**src/rtl/accumulator_buffer.sv**
```systemverilog
// Row store behind the column-alignment stage: overwrites or saturating-accumulates
// aligned (col0,col1) pairs per row, then drains all rows over valid/ready.
module accumulator_buffer #(
  parameter int DEPTH = 4,
  parameter int IN_W  = 16,
  parameter int ACC_W = 32
) (
  input  logic             clk,
  input  logic             reset,
  input  logic             clear,
  input  logic             in_valid,
  input  logic [IN_W-1:0]  in_col0,
  input  logic [IN_W-1:0]  in_col1,
  input  logic             acc_en,
  input  logic             drain_req,
  output logic             out_valid,
  input  logic             out_ready,
  output logic [ACC_W-1:0] out_col0,
  output logic [ACC_W-1:0] out_col1,
  output logic             busy,
  output logic             drain_done,
  output logic             ovf_err
);

  localparam int PTR_W = $clog2(DEPTH);
  localparam logic [PTR_W-1:0] LAST_ROW = PTR_W'(DEPTH - 1);
  localparam logic signed [ACC_W-1:0] SAT_MAX = {1'b0, {(ACC_W-1){1'b1}}};
  localparam logic signed [ACC_W-1:0] SAT_MIN = {1'b1, {(ACC_W-1){1'b0}}};

  typedef enum logic {FILL, DRAIN} state_t;

  state_t                  state;
  logic [PTR_W-1:0]        wr_ptr;
  logic [PTR_W-1:0]        rd_ptr;
  logic signed [ACC_W-1:0] row0 [DEPTH];
  logic signed [ACC_W-1:0] row1 [DEPTH];

  function automatic logic signed [ACC_W-1:0] sext(input logic [IN_W-1:0] v);
    return {{(ACC_W-IN_W){v[IN_W-1]}}, v};
  endfunction

  // One guard bit catches overflow; clamp instead of wrapping.
  function automatic logic signed [ACC_W-1:0] sat_add(
    input logic signed [ACC_W-1:0] a,
    input logic signed [ACC_W-1:0] b
  );
    logic signed [ACC_W:0] s;
    s = {a[ACC_W-1], a} + {b[ACC_W-1], b};
    if (s[ACC_W] != s[ACC_W-1])
      return s[ACC_W] ? SAT_MIN : SAT_MAX;
    return s[ACC_W-1:0];
  endfunction

  assign out_col0 = row0[rd_ptr];
  assign out_col1 = row1[rd_ptr];

  always_ff @(posedge clk) begin
    if (reset || clear) begin
      state      <= FILL;
      wr_ptr     <= '0;
      rd_ptr     <= '0;
      out_valid  <= 1'b0;
      busy       <= 1'b0;
      drain_done <= 1'b0;
      ovf_err    <= 1'b0;
      for (int i = 0; i < DEPTH; i++) begin
        row0[i] <= '0;
        row1[i] <= '0;
      end
    end else begin
      drain_done <= 1'b0;
      case (state)
        FILL: begin
          // A write coinciding with drain_req lands before the first beat.
          if (in_valid) begin
            row0[wr_ptr] <= acc_en ? sat_add(row0[wr_ptr], sext(in_col0)) : sext(in_col0);
            row1[wr_ptr] <= acc_en ? sat_add(row1[wr_ptr], sext(in_col1)) : sext(in_col1);
            wr_ptr       <= wr_ptr + PTR_W'(1);
          end
          if (drain_req) begin
            state     <= DRAIN;
            rd_ptr    <= '0;
            out_valid <= 1'b1;
            busy      <= 1'b1;
          end
        end
        DRAIN: begin
          if (in_valid)
            ovf_err <= 1'b1;
          if (out_ready) begin
            if (rd_ptr == LAST_ROW) begin
              state      <= FILL;
              wr_ptr     <= '0;
              rd_ptr     <= '0;
              out_valid  <= 1'b0;
              busy       <= 1'b0;
              drain_done <= 1'b1;
            end else begin
              rd_ptr <= rd_ptr + PTR_W'(1);
            end
          end
        end
        default: state <= FILL;
      endcase
    end
  end

endmodule

```
**config.mk**
```make
export PLATFORM = sky130hd
export DESIGN_NAME = accumulator_buffer
export DESIGN_NICKNAME = d
export VERILOG_FILES = /design/src/rtl/accumulator_buffer.sv
export SDC_FILE = /design/constraint.sdc
export NUM_CORES = 1
export LEC_CHECK = 0
export CORE_MARGIN = 1.5
export CORE_UTILIZATION = 45
export DETAILED_ROUTE_END_ITERATION = 12
export GPL_ROUTABILITY_DRIVEN = 0
export PLACE_DENSITY = 0.61
export SLEW_MARGIN = 20
export SYNTH_ARGS = -nofsm -noshare
export SYNTH_HDL_FRONTEND = slang
export SYNTH_SLANG_ARGS = --single-unit
```
**constraint.sdc**
```tcl
create_clock -name clk -period 5.8 [get_ports clk]
set_input_delay 1.16 -clock clk [delete_from_list [all_inputs] [get_ports clk]]
set_output_delay 1.16 -clock clk [all_outputs]
set_load 0.02 [all_outputs]
```
==> out/summary.txt <==
total number of vias: 12100
sw power: 1420 µW
most numerous cell in the Yosys netlist: edfxtp_1
layout cells sized above 1: 15.0%
WL per Instance: 23.0 µm
Die Area: 37900 µm²
Initial DRC Count: 1014
Comb power frac: 20.1%
Cell variety after synth: 69
WS Path Type: reg -> reg
TritonCTS clock tree: yes
Min-Delay Path Class: reg -> reg
r2r setup slk: 0.58 ns
Starting Density: 45.4%
pre-CTS worst setup slack: 0.0504 ns
Post-synth ARST share: 0%
Pint: 3660 µW
Worst Reg-to-Reg Cells: 12
part of the power in the clock network: 35.0%
Fin Setup TNS: 0 ns
global-route wire length before repair: 70.6 mm
cell count after synthesis: 1387
Critical R2R Capture: row0[0][16]
DRT Wirelength: 45.2 mm
Worst-path clk slew: 0.06 ns
FILL cells: 3209
sequential cell fraction of total power: 44.9%
Max Clk Rate: 191 MHz
syn_area_per_cell: 11.9 µm²
largest cells by area after synthesis: edfxtp_1, mux4_2, nor2_1
initial antenna violation count: 0
cts repair resizes: 0
Seq/Total Area, Yosys: 47.9%
Fin. Hold Viols: 0
Worst setup EP type: register
# DRC: 0
num rows: 70
core area: 36400 µm²
area grow syn2layout: 15.3%
CTS Buf Count: 29
vias in the first global route: 12100
nets: 1579
RSZ-0062 raised after global routing: false
Final Skew: 0.00739 ns
Setup Fix Bufs, Post-CTS: 0
Detailed Place HPWL: 30.1 mm
Max Transition Viols Final: 0
CTS Hold Bufs: 0
DRT Pass-1 Iters: 5
fin worst setup slack: 0.577 ns
Final Cell Area: 19100 µm²
CTS sink cnt: 268
Yosys reg bits: 268
Post-synth top flop: edfxtp_1
Mapped Nets: 1493
area share of the largest cell type after synthesis: 46.5%
Setup crit end: row0[0][16]
Lkg Pwr: 0.00724 µW
Die Height: 195 µm
crit path DAT: 5.50 ns
Final Critical Period: 5.22 ns
startpoint types: register
port bufs: 106
worst hold slack: 0.476 ns
largest net degree at the start of global routing: 65
clock tree buffer depth: 3
Power Total: 5080 µW
Clock Latency Late Sink: 0.57 ns
Chip Width: 195 µm
H-tree depth: 1
Synth area leader: edfxtp_1
Final Cycle Share: 90.0%
IO Pins: 107
critical path required time: 6.08 ns
Sw Ratio: 28.0%
Synth Cell Area: 16500 µm²
Max-slew headroom: 36.3%
Worst Path Max Fanout: 19
final setup fails: 0
Cell Pwr Density: 266 nW/µm²
Final ANT Viol Nets: 0
GRT Total Usage: 24.2%
most frequent cells after synthesis: edfxtp_1, nor2_1, mux4_2
Worst-Margin Slew: 0.956 ns
status: finished clean
Synth warnings: 0
total gr overflow: 0
n_diodes: 0
peak supply drop: 0.000260 V
number of synthesized flops with an enable pin: 256
Post-DP Area: 18100 µm²
via/cell ratio: 6.17
maxcap violations: 0
CTS root buf: clkbuf_16
[stage by stage]
step	utilization [%]	std cells
2_1_floorplan	-	1387
3_3_place_gp	49.8	1909
3_5_place_dp	49.8	1909
4_1_cts	52.3	1963
5_1_grt	52.3	1964
6_report	52.3	1964
[critical path: stages (launching register included)]
cell and delay [ns]:
dfxtp_4 0.68, mux4_2 0.57, ha_1 0.23, fa_1 0.45
a21o_1 0.21, a221oi_1 0.47, a221o_1 0.30, a21o_1 0.18
nand3b_1 0.24, a311oi_2 0.47, a211oi_2 0.21, o21ai_2 0.78
nor3_1 0.14
[metal layers]
layer / global-route usage, % / vias up / part of all wire [%]
li1: - / 5551 / -
met1: 34.8 / 6043 / 43
met2: 38.8 / 465 / 47
met3: 3.44 / 59 / 7.1
met4: 6.11 / 0 / 2.2
met5: 0 / - / 0
[cell families after synthesis]
logic type,Yosys count,share of synthesized area (%)
and+or+nand+nor,496,13.4
AOI/OAI and AO/OA,270,10.7
buffers and inverters,104,2.59
xor gates and xnor gates,53,2.81
muxes,129,17.5
adders and majority gates,67,5.16
DFF,268,47.9
[worst min-delay path by stage]
| stage | from | end | slack [ns] | cells past startpoint |
|---|---|---|---|---|
| 2_1_floorplan | rd_ptr[1] | register | 0.48 | 2 |
| 3_3_place_gp | ovf_err | ovf_err | 0.46 | 2 |
| 3_5_place_dp | ovf_err | ovf_err | 0.46 | 2 |
| 4_1_cts | ovf_err | ovf_err | 0.49 | 2 |
| 5_1_grt | ovf_err | ovf_err | 0.53 | 2 |
| 6_report | ovf_err | ovf_err | 0.48 | 2 |
[power groups by stage]
stage | combinational, µW | clock (µW) | sequential, µW
floorplan | 709 | 0 | 2300
global placement | 1010 | 0 | 2310
detailed placement | 1010 | 0 | 2320
CTS | 1020 | 1810 | 2280
global route | 1120 | 1870 | 2290
finish | 1020 | 1780 | 2280
[state kept, by name, summed over array words and instances (netlist names), named ones only]
| signal | cells |
|---|---|
| wr_ptr | 2 |
| ovf_err | 1 |
| drain_done | 1 |
| rd_ptr | 2 |
| row1 | 128 |
| row0 | 128 |
| state | 1 |
| busy | 1 |
[final cells by class]
class	count	area (µm²)	share of cell area, %
flip-flops and latches	268	7940	41.7
repair buffers	140	1340	7.01
inverters	19	71.3	0.374
clock inverters	13	113	0.591
multi-input cells	1015	8240	43.2
clock buffers	41	781	4.09
well taps	468	586	3.07
[cell usage in the layout, fill, tap and decap left out, types with 31 or more instances in the layout]
| cell | instances |
|---|---|
| a21oi_1 | 80 |
| buf_4 | 32 |
| clkdlybuf4s50_1 | 105 |
| edfxtp_1 | 256 |
| ha_1 | 65 |
| mux4_2 | 128 |
| nand2_1 | 59 |
| nor2_1 | 250 |
| nor3_1 | 80 |
| o21ai_0 | 47 |
| xnor2_1 | 31 |
Note: power is estimated with default switching activity, not from simulation.
